<file path="src/rtl/jtag_tap_controller.sv">
// jtag_tap_controller: IEEE 1149.1 TAP controller with the 16-state TAP FSM,
// an IR_WIDTH-bit instruction register, BYPASS and IDCODE data registers and
// select/strobe decode for up to USER_CHANNELS external user data chains.
// Build option: define JTAG_TAP_IDCODE_EN to build the IDCODE register and to
// make IDCODE_OP the reset opcode. Without it, IDCODE_OP decodes to BYPASS and
// the reset opcode is all-ones.
module jtag_tap_controller #(
  parameter int          IR_WIDTH      = 4,
  parameter logic [31:0] IDCODE_VALUE  = 32'h1000_0001,
  parameter int          IDCODE_OP     = 1,
  parameter int          USER_CHANNELS = 2,
  parameter int          USER_OP_BASE  = 8
) (
  input  logic                     tck,
  input  logic                     trst,
  input  logic                     tms,
  input  logic                     tdi,
  output logic                     tdo,
  output logic                     tdo_en,
  output logic [IR_WIDTH-1:0]      ir_q,
  output logic                     state_tlr,
  output logic                     state_rti,
  output logic [USER_CHANNELS-1:0] user_sel,
  output logic                     dr_capture,
  output logic                     dr_shift,
  output logic                     dr_update,
  input  logic [USER_CHANNELS-1:0] user_tdo
);

  typedef enum logic [3:0] {
    TLR, RTI,
    SEL_DR, CAP_DR, SH_DR, EX1_DR, PAUSE_DR, EX2_DR, UPD_DR,
    SEL_IR, CAP_IR, SH_IR, EX1_IR, PAUSE_IR, EX2_IR, UPD_IR
  } tap_state_e;

  // Fixed pattern loaded in Capture-IR; the trailing 01 lets a host find IR length.
  localparam logic [IR_WIDTH-1:0] IR_CAPTURE = IR_WIDTH'(2'b01);
`ifdef JTAG_TAP_IDCODE_EN
  localparam logic [IR_WIDTH-1:0] RESET_OP = IR_WIDTH'(IDCODE_OP);
`else
  localparam logic [IR_WIDTH-1:0] RESET_OP = '1;
`endif

  tap_state_e          state_q, state_d;
  logic [IR_WIDTH-1:0] ir_sr_q, ir_sr_d;
  logic [IR_WIDTH-1:0] ir_d;
  logic                bypass_q, bypass_d;
  logic                sel_idcode;
  logic                sel_bypass;
  logic                idcode_bit;
  logic                dr_bit;
  logic                tdo_d, tdo_en_d;

  // Next-state graph and the combinational state decodes.
  always_comb begin
    state_d    = state_q;
    state_tlr  = 1'b0;
    state_rti  = 1'b0;
    dr_capture = 1'b0;
    dr_shift   = 1'b0;
    dr_update  = 1'b0;
    case (state_q)
      TLR:      state_d = tms ? TLR      : RTI;
      RTI:      state_d = tms ? SEL_DR   : RTI;
      SEL_DR:   state_d = tms ? SEL_IR   : CAP_DR;
      CAP_DR:   state_d = tms ? EX1_DR   : SH_DR;
      SH_DR:    state_d = tms ? EX1_DR   : SH_DR;
      EX1_DR:   state_d = tms ? UPD_DR   : PAUSE_DR;
      PAUSE_DR: state_d = tms ? EX2_DR   : PAUSE_DR;
      EX2_DR:   state_d = tms ? UPD_DR   : SH_DR;
      UPD_DR:   state_d = tms ? SEL_DR   : RTI;
      SEL_IR:   state_d = tms ? TLR      : CAP_IR;
      CAP_IR:   state_d = tms ? EX1_IR   : SH_IR;
      SH_IR:    state_d = tms ? EX1_IR   : SH_IR;
      EX1_IR:   state_d = tms ? UPD_IR   : PAUSE_IR;
      PAUSE_IR: state_d = tms ? EX2_IR   : PAUSE_IR;
      EX2_IR:   state_d = tms ? UPD_IR   : SH_IR;
      UPD_IR:   state_d = tms ? SEL_DR   : RTI;
      default:  state_d = TLR;
    endcase
    state_tlr  = (state_q == TLR);
    state_rti  = (state_q == RTI);
    dr_capture = (state_q == CAP_DR);
    dr_shift   = (state_q == SH_DR);
    dr_update  = (state_q == UPD_DR);
  end

  // TAP state register.
  always_ff @(posedge tck or posedge trst) begin
    if (trst) state_q <= TLR;
    else      state_q <= state_d;
  end

  // Instruction decode; IDCODE takes priority over an overlapping user opcode
  // and the all-ones opcode is always BYPASS.
  always_comb begin
`ifdef JTAG_TAP_IDCODE_EN
    sel_idcode = (ir_q == IR_WIDTH'(IDCODE_OP));
`else
    sel_idcode = 1'b0;
`endif
    user_sel = '0;
    for (int k = 0; k < USER_CHANNELS; k++) begin
      user_sel[k] = !sel_idcode && (ir_q != '1) &&
                    (ir_q == IR_WIDTH'(USER_OP_BASE + k));
    end
    sel_bypass = !sel_idcode && !(|user_sel);
  end

  // IR shift/capture, IR update on leaving Update-IR, BYPASS capture/shift.
  always_comb begin
    ir_sr_d  = ir_sr_q;
    ir_d     = ir_q;
    bypass_d = bypass_q;
    case (state_q)
      CAP_IR: ir_sr_d = IR_CAPTURE;
      SH_IR:  ir_sr_d = {tdi, ir_sr_q[IR_WIDTH-1:1]};
      UPD_IR: ir_d    = ir_sr_q;
      CAP_DR: if (sel_bypass) bypass_d = 1'b0;
      SH_DR:  if (sel_bypass) bypass_d = tdi;
      default: ;
    endcase
    // Entering Test-Logic-Reset restores the reset opcode on the same edge.
    if (state_d == TLR) ir_d = RESET_OP;
  end

  // IR shift register, current instruction and BYPASS bit.
  always_ff @(posedge tck or posedge trst) begin
    if (trst) begin
      ir_sr_q  <= IR_CAPTURE;
      ir_q     <= RESET_OP;
      bypass_q <= 1'b0;
    end else begin
      ir_sr_q  <= ir_sr_d;
      ir_q     <= ir_d;
      bypass_q <= bypass_d;
    end
  end

`ifdef JTAG_TAP_IDCODE_EN
  logic [31:0] idcode_sr_q, idcode_sr_d;

  // IDCODE capture and right shift with tdi entering bit 31.
  always_comb begin
    idcode_sr_d = idcode_sr_q;
    if (sel_idcode && state_q == CAP_DR) idcode_sr_d = IDCODE_VALUE;
    if (sel_idcode && state_q == SH_DR)  idcode_sr_d = {tdi, idcode_sr_q[31:1]};
    idcode_bit = idcode_sr_q[0];
  end

  // IDCODE shift register.
  always_ff @(posedge tck or posedge trst) begin
    if (trst) idcode_sr_q <= IDCODE_VALUE;
    else      idcode_sr_q <= idcode_sr_d;
  end
`else
  assign idcode_bit = 1'b0;
`endif

  // TDO source select: IR bit 0 in Shift-IR, selected DR serial out in Shift-DR.
  always_comb begin
    tdo_d    = 1'b0;
    tdo_en_d = 1'b0;
    if (sel_idcode)     dr_bit = idcode_bit;
    else if (|user_sel) dr_bit = |(user_sel & user_tdo);
    else                dr_bit = bypass_q;
    if (state_q == SH_IR) begin
      tdo_d    = ir_sr_q[0];
      tdo_en_d = 1'b1;
    end else if (state_q == SH_DR) begin
      tdo_d    = dr_bit;
      tdo_en_d = 1'b1;
    end
  end

  // TDO and its enable are launched on the falling edge of tck.
  always_ff @(negedge tck or posedge trst) begin
    if (trst) begin
      tdo    <= 1'b0;
      tdo_en <= 1'b0;
    end else begin
      tdo    <= tdo_d;
      tdo_en <= tdo_en_d;
    end
  end

endmodule

</file>
<file path="config.mk">
export PLATFORM = sky130hd
export DESIGN_NAME = jtag_tap_controller
export DESIGN_NICKNAME = d
export VERILOG_FILES = /design/src/rtl/jtag_tap_controller.sv
export SDC_FILE = /design/constraint.sdc
export NUM_CORES = 1
export LEC_CHECK = 0
export CORE_MARGIN = 5
export CORE_UTILIZATION = 53
export CTS_CLUSTER_SIZE = 28
export DETAILED_ROUTE_END_ITERATION = 12
export GPL_TIMING_DRIVEN = 0
export HOLD_SLACK_MARGIN = 0.12
export PLACE_DENSITY_LB_ADDON = 0.08
export SYNTH_ARGS = -nofsm -noshare
export SYNTH_HDL_FRONTEND = slang
export SYNTH_SLANG_ARGS = --single-unit
export TNS_END_PERCENT = 30
</file>
<file path="constraint.sdc">
create_clock -name tck -period 3.1 [get_ports tck]
set_input_delay 0.465 -clock tck [delete_from_list [all_inputs] [get_ports tck]]
set_output_delay 0.465 -clock tck [all_outputs]
set_load 0.05 [all_outputs]
</file>
==> results of run 1 <==
[logic make-up after synthesis]
kind of cell	count (synthesis)	share of synthesized area
muxes	6	0.0678
xor gates and xnor gates	2	0.0194
AOI/OAI and AO/OA	20	0.145
DFF	15	0.422
and+or+nand+nor	37	0.253
buffers and inverters	16	0.0927
[layer usage]
layer	GRT usage	wire length [um]	share of wire	up-vias
li1	-	-	-	375
met3	0.0321	122	0.068	2
met4	0.0786	17	0.0094	0
met5	0	0	0	-
met1	0.176	750	0.42	344
met2	0.292	915	0.51	25
[layout by cell type (no fill, tap or decap), types with 3 or more instances in the layout]
cell              n
a21oi_1           3
buf_2             4
buf_4             3
clkbuf_4          3
clkdlybuf4s50_1  16
dfrtp_1           8
dfstp_2           5
inv_1             6
mux2i_1           5
nand2_1          11
nor2_1            5
nor2b_1           3
o21ai_0           6
[cell type report]
cell class	instances	area share
Buffer	9	0.0508
Clock buffer	3	0.0199
Clock inverter	1	0.00442
Inverter	6	0.0199
Multi-Input combinational cell	65	0.388
Sequential cell	15	0.337
Tap cell	17	0.0188
Timing Repair Buffer	18	0.161
[worst max-delay path by stage]
| stage | from | end | slack [ns] | depth (start not counted) |
|---|---|---|---|---|
| after floorplan | ir_q[3]$_DFFE_PP1P_ | tdo$_DFF_NP0_ | 0.001 | 4 |
| after global placement | tdo_en$_DFF_NP0_ | tdo_en | -0.07 | 1 |
| after detailed placement | tdo_en$_DFF_NP0_ | tdo_en | -0.07 | 1 |
| after CTS | tdo_en$_DFF_NP0_ | tdo_en | 0.05 | 1 |
| after global routing | tdo_en$_DFF_NP0_ | tdo_en | 0.01 | 1 |
| final | tdo_en$_DFF_NP0_ | tdo_en | 0.06 | 1 |
[per-stage QoR]
step           cell area [um2]  hold slack [ns]  instances  total power, mW  setup slack [ns]
6_report                  1130            0.500        134             1.23            0.0600
2_1_floorplan              905            0.363         96            0.939           0.00133
5_1_grt                   1130            0.556        134             1.32            0.0111
3_5_place_dp              1110            0.491        131             1.13           -0.0726
4_1_cts                   1140            0.507        135             1.24            0.0468
3_3_place_gp              1110            0.472        131             1.11           -0.0710
[power breakdown]
part	internal, mW	switching [mW]
Clock	0.0478	0.0630
Combinational	0.299	0.467
Sequential	0.297	0.0555
Total	0.644	0.585
[sequential cells by signal, indices dropped and copies added (netlist names)]
register / cells
ir_q: 4
ir_sr_q: 4
state_q: 4
bypass_q: 1
tdo: 1
tdo_en: 1
==> flow_summary.json, run 1 <==
{
  "synth_area_leaders": "dfrtp_1 22%, dfstp_2 15%, dfrtn_1 5.5%",
  "initial_utilization": 0.542,
  "seqCellArea_um2": 382,
  "area_delta_synth_final_pct": 25.2,
  "syn_nets": 102,
  "synth_area_per_cell_um2": 9.42,
  "synth_area_um2": 905,
  "die_w_um": 51.3,
  "multi_input_area_um2": 439,
  "synth.most_common_cell": "nand2_1",
  "htreeDepth": 1,
  "drive_above_1_share": 0.214,
  "hold_path_class": "register to register",
  "path_cells": "clkdlybuf4s15_2",
  "setup_viol": 0,
  "rsz0062_at_grt": "false",
  "synth_seq_area_share": 0.422,
  "tns_ns": 0,
  "synth_cell_types": 38,
  "viasPerCell": 5.57,
  "dr_total_vias": 746,
  "status": "finished clean",
  "drtIter0Drc": 13,
  "crit-reg2reg-capture": "tdo$_DFF_NP0_",
  "hold_viol_final": 0,
  "cpMaxStageDelayCell": "dfrtn_1",
  "yosysTopAreaCell": "dfrtp_1",
  "holdPathEnd": "bypass_q$_DFFE_PP0P_",
  "cp.arrival_ns": 2.57,
  "fillers": 150,
  "ir_worst_vdd_v": 0.000580,
  "cts_max_path_buffers": 2,
  "grt_overflow_total": 0,
  "p_per_area_nw_per_um2": 1090,
  "numCtsBuffers": 3,
  "crit_family": "flip-flops",
  "die_y_um": 51.3,
  "gp_congestion": 0.822,
  "wl_per_cell_um": 13.5,
  "yosys-top-cells-count": "11 x nand2_1, 8 x dfrtp_1, 6 x inv_1, 6 x o21ai_0",
  "worst_setup_path_end_kind": "primary output",
  "power_leakage_nw": 0.512,
  "drc": 0,
  "whs_path_depth": 1,
  "grt_max_degree": 16,
  "relSlewSlack": 0.618,
  "fin_skew_ns": 0.00868,
  "cts_setup_buffers": 0,
  "synth-edff-count": 0,
  "tightest_slew_ns": 0.572,
  "ys_ff_latch": 15,
  "reg2regPathDepth": 3,
  "grt_usage": 0.160,
  "tritoncts": "built",
  "portBuffers": 18,
  "cap_violations": 0,
  "maxSlewViolCount": 0,
  "cp.buffers_inverters": 1,
  "dp_hpwl_um": 1340,
  "ys.flop_type": "dfrtp_1",
  "diodes": 0,
  "grt_pass1_wl_um": 3170,
  "yosys.area.top_type_share": 0.221,
  "drt_wl_total_um": 1810,
  "antenna_left": 0,
  "r2r_setup_slack_ns": 0.15,
  "required_ns": 2.63,
  "dr.pass1.iters": 4,
  "clock-sinks": 15,
  "r2r-start": "ir_q[3]$_DFFE_PP1P_",
  "async_flop_share": 1.00,
  "antenna_found_initial": 0,
  "crit_path_max_incr_delay_ns": 0.39,
  "grt_pass1_vias": 718,
  "synthCells": 96,
  "cts_hold_buf": 0,
  "path_class": "register to primary output",
  "critPathLaunchType": "register",
  "nets": 124,
  "final_util": 0.678,
  "rows": 15,
  "core_um2": 1670,
  "crit_fanout": 1,
  "pin_count": 19,
  "path_clk_slew_ns": 0.09,
  "hold_start": "bypass_q$_DFFE_PP0P_",
  "worstSkewPairLatency_ns": 0.28,
  "dieArea_um2": 2630,
  "yosys_warnings": 0,
  "ctsResizeCount": 6,
  "cts_root_buf": "clkbuf_4"
}
Power figures use the tool's default switching activity.
==> inputs of run 2 (changes only) <==
Settings changed: CORE_MARGIN 5 to default, CORE_UTILIZATION 53 to 49.
Clock period 3.1 ns to 3.4 ns, I/O delays scaled along.
==> flow_summary.json, run 2 (same netlist as run 1, synthesis figures left out) <==
{
  "setup_viol": 0,
  "path_class": "register to primary output",
  "cts_hold_buf": 0,
  "nets": 125,
  "gp_congestion": 0.759,
  "path_cells": "clkdlybuf4s15_1",
  "dp_hpwl_um": 1350,
  "drc": 0,
  "tritoncts": "built",
  "drt_wl_total_um": 1780,
  "critPathLaunchType": "register",
  "antenna_found_initial": 0,
  "cp.arrival_ns": 2.84,
  "power_leakage_nw": 0.511,
  "initial_utilization": 0.524,
  "path_clk_slew_ns": 0.08,
  "hold_path_class": "register to register",
  "dr_total_vias": 762,
  "fin_skew_ns": 0.00556,
  "cp.buffers_inverters": 1,
  "drtIter0Drc": 7,
  "cts_max_path_buffers": 2,
  "crit_family": "buffers and inverters",
  "worstSkewPairLatency_ns": 0.27,
  "cts_root_buf": "clkbuf_4",
  "crit_path_max_incr_delay_ns": 0.48,
  "crit_cells": 1,
  "relSlewSlack": 0.628,
  "cpMaxStageDelayCell": "clkdlybuf4s15_1",
  "portBuffers": 18,
  "final_util": 0.659,
  "viasPerCell": 5.33,
  "tightest_slew_ns": 0.557,
  "worst_setup_path_end_kind": "primary output",
  "wl_per_cell_um": 12.5,
  "grt_usage": 0.203,
  "cap_violations": 0,
  "top_regs": "ir_q (4), ir_sr_q (4), state_q (4)",
  "htreeDepth": 1,
  "whs_path_depth": 2,
  "dieArea_um2": 2020,
  "die_w_um": 45.0,
  "hold_viol_final": 0,
  "final_cell_mix": "16 x clkdlybuf4s50_1, 11 x nand2_1, 8 x dfrtp_1",
  "clock-sinks": 15,
  "dr.pass1.iters": 4,
  "grt_max_degree": 16,
  "antenna_left": 0,
  "reg2regPathDepth": 4,
  "final_common_cell": "clkdlybuf4s50_1",
  "grt_overflow_total": 0,
  "pin_count": 19,
  "core_um2": 1730,
  "status": "finished clean",
  "grt_pass1_vias": 691,
  "ir_worst_vdd_v": 0.000495,
  "diodes": 0,
  "rsz0062_at_grt": "false",
  "area_delta_synth_final_pct": 25.7,
  "drive_above_1_share": 0.195,
  "maxSlewViolCount": 0,
  "numCtsBuffers": 3,
  "crit_fanout": 1,
  "grt_pass1_wl_um": 2940,
  "die_y_um": 45.0,
  "tns_ns": 0,
  "rows": 15,
  "required_ns": 2.89,
  "p_per_area_nw_per_um2": 984
}
-- run 2: cell types whose count changed in the layout (fill, tap and decap cells not counted) --
cell and change:
clkbuf_1 +2, clkdlybuf4s15_2 -2, clkbuf_2 +1, clkdlybuf4s15_1 +1, clkinv_2 -1
-- run 2: final timing paths --
kind | end | start | slack (ns)
worst max-delay path | tdo | tdo$_DFF_NP0_ | 0.05
worst min-delay path | ir_sr_q[0]$_DFFE_PP1P_ | ir_sr_q[0]$_DFFE_PP1P_ | 0.50
worst max register to register | tdo$_DFF_NP0_ | ir_q[3]$_DFFE_PP1P_ | 0.27
worst min register to register | ir_sr_q[0]$_DFFE_PP1P_ | ir_sr_q[0]$_DFFE_PP1P_ | 0.50
max in group asynchronous | tdo_en$_DFF_NP0_ | trst | 0.84
min in group asynchronous | bypass_q$_DFFE_PP0P_ | trst | 0.59
-- run 2: area by class of cell --
| type | count | area, um2 |
|---|---|---|
| Tap cell | 25 | 31.3 |
| Sequential cell | 15 | 382 |
| Fill cell | 161 | 589 |
| Multi-Input combinational cell | 65 | 439 |
| Inverter | 6 | 22.5 |
| Clock buffer | 4 | 26.3 |
| Timing Repair Buffer | 18 | 175 |
| Buffer | 10 | 61.3 |
-- run 2: routing by layer --
layer / global-route usage / wire [um] / share of wire
met5: 0 / 0 / 0
met4: 0.0727 / 16 / 0.0090
met3: 0.0360 / 55 / 0.031
met2: 0.365 / 929 / 0.52
met1: 0.239 / 780 / 0.44
-- run 2: power by group --
group	total, mW	internal, mW	switching [mW]	leakage [nW]
registers	0.322	0.271	0.0515	0.182
logic	0.700	0.269	0.431	0.315
clock network	0.0962	0.0454	0.0509	0.0150
-- run 2: timing repair --
item / CTS / global route
gates resized for setup: 2 / 3
pin swaps: 0 / 0
setup buffers: 0 / 0
endpoints found under the setup margin: 2 / 2
-- run 2: through the flow --
stage	worst slack, ns	power, mW	hold WS, ns	area, um2	instances
after floorplan	0.151	0.856	0.408	905	96
after global placement	0.0373	1.01	0.472	1120	139
after detailed placement	0.0349	1.03	0.487	1120	139
after CTS	0.00893	1.13	0.500	1140	143
after global routing	0.0000799	1.20	0.531	1140	143
final	0.0461	1.12	0.498	1140	143
==> inputs of run 3 (changes only) <==
--- a/config.mk
+++ b/config.mk
@@ -7,2 +7,3 @@
 export LEC_CHECK = 0
+export CORE_MARGIN = 5
 export CORE_UTILIZATION = 49
==> constraint.sdc (replaced) <==
create_clock -name tck -period 3.4 [get_ports tck]
set_input_delay 0.85 -clock tck [delete_from_list [all_inputs] [get_ports tck]]
set_output_delay 0.85 -clock tck [all_outputs]
set_load 0.05 [all_outputs]
==> flow_summary.json, run 3 (same netlist as run 1, synthesis figures left out) <==
{
  "status": "finished clean",
  "cap_violations": 0,
  "whs_path_depth": 2,
  "numCtsBuffers": 3,
  "grt_pass1_vias": 749,
  "dr_total_vias": 756,
  "dr_wl_met2_um": 833,
  "rows": 15,
  "p_per_area_nw_per_um2": 982,
  "drt_wl_total_um": 1740,
  "power_leakage_nw": 0.515,
  "setup_viol": 0,
  "drtIter0Drc": 20,
  "cts_root_buf": "clkbuf_4",
  "relSlewSlack": 0.641,
  "grt_usage": 0.157,
  "fin_skew_ns": 0.00569,
  "rsz0062_at_grt": "true",
  "routed.top_layer": "met4",
  "fin_area_um2": 1140,
  "holdWs_ns": 0.496,
  "finalNonFillerCells": 143,
  "required_ns": 2.55,
  "nets": 125,
  "diodes": 0,
  "pin_count": 19,
  "grt_max_degree": 16,
  "reg2regPathDepth": 4,
  "path_class": "register to primary output",
  "crit_path_max_incr_delay_ns": 0.40,
  "cts_max_path_buffers": 2,
  "dp_hpwl_um": 1360,
  "drive_above_1_share": 0.203,
  "wl_per_cell_um": 12.1,
  "hold_path_class": "register to register",
  "cp.arrival_ns": 2.54,
  "die_y_um": 53.0,
  "grt_overflow_total": 0,
  "tightest_slew_ns": 0.538,
  "final_cell_mix": "16 x clkdlybuf4s50_1, 11 x nand2_1, 8 x dfrtp_1",
  "dr.pass1.iters": 4,
  "critPathLaunchType": "register",
  "ir_worst_vdd_v": 0.000471,
  "gp_congestion": 0.822,
  "htreeDepth": 1,
  "ctsResizeCount": 14,
  "fillers": 159,
  "crit_cells": 1,
  "initial_utilization": 0.518,
  "final_common_cell": "clkdlybuf4s50_1",
  "maxSlewViolCount": 0,
  "crit_family": "flip-flops",
  "tritoncts": "built",
  "area_delta_synth_final_pct": 26.6,
  "cpMaxStageDelayCell": "dfrtn_1",
  "wirelength_met1_um": 770,
  "crit_fanout": 1,
  "top_regs": "ir_q (4), ir_sr_q (4), state_q (4)",
  "cts_hold_buf": 0,
  "p_total_mw": 1.12,
  "grt_pass1_wl_um": 3200,
  "portBuffers": 18,
  "cp.buffers_inverters": 1,
  "antenna_left": 0,
  "antenna_found_initial": 0,
  "dieArea_um2": 2810,
  "drc": 0,
  "met3_length_um": 103,
  "viasPerCell": 5.29,
  "core_um2": 1750,
  "clock-sinks": 15,
  "dp_cells": 139,
  "hold_viol_final": 0,
  "die_w_um": 53.0,
  "path_clk_slew_ns": 0.08,
  "worstSkewPairLatency_ns": 0.28,
  "worst_setup_path_end_kind": "primary output",
  "dpl_cell_area_um2": 1120,
  "cts_setup_buffers": 0,
  "path_cells": "buf_6"
}
## run 3: worst paths after layout
kind	slack [ns]	to	startpoint
min reg2reg	0.50	ir_sr_q[0]$_DFFE_PP1P_	ir_sr_q[0]$_DFFE_PP1P_
max in group asynchronous	0.52	tdo_en$_DFF_NP0_	trst
max reg2reg	0.27	tdo$_DFF_NP0_	ir_q[3]$_DFFE_PP1P_
min	0.50	ir_sr_q[0]$_DFFE_PP1P_	ir_sr_q[0]$_DFFE_PP1P_
min in group asynchronous	0.91	ir_sr_q[3]$_DFFE_PP0P_	trst
max	0.01	tdo_en	tdo_en$_DFF_NP0_
## run 3: area by class of cell
class | instances | area, um2 | share of cell area
sequential | 15 | 382 | 0.333
multi-input combinational | 65 | 439 | 0.384
timing repair buffer | 18 | 183 | 0.160
inverter | 6 | 22.5 | 0.0197
tap | 25 | 31.3 | 0.0273
clock buffer | 4 | 26.3 | 0.0230
buffer | 10 | 61.3 | 0.0536
## run 3: worst register-to-register path, cell delays in order, from the launching register on
cell and delay, ns:
dfstp_2 0.54, or3b_1 0.34, clkbuf_1 0.16, mux2i_1 0.15, o21ai_0 0.08
## run 3: per-stage QoR
| step | setup slack, ns | setup TNS (ns) | util |
|---|---|---|---|
| floorplan | 0.151 | 0 | - |
| global placement | -0.309 | -0.784 | 0.639 |
| detailed placement | -0.310 | -0.776 | 0.639 |
| CTS | -0.000110 | -0.000110 | 0.656 |
| global route | -0.0302 | -0.0572 | 0.656 |
| finish | 0.0132 | 0 | 0.656 |
## run 3: report_power, final
part	internal, mW	switching (mW)	leakage (nW)
clock	0.0455	0.0539	0.0150
sequential	0.271	0.0510	0.182
combinational	0.278	0.425	0.318
## run 3: per-layer routing
| layer | vias to the layer above | GRT usage |
|---|---|---|
| li1 | 378 | - |
| met1 | 351 | 0.194 |
| met2 | 23 | 0.262 |
| met3 | 4 | 0.0254 |
| met4 | 0 | 0.0766 |
| met5 | - | 0 |
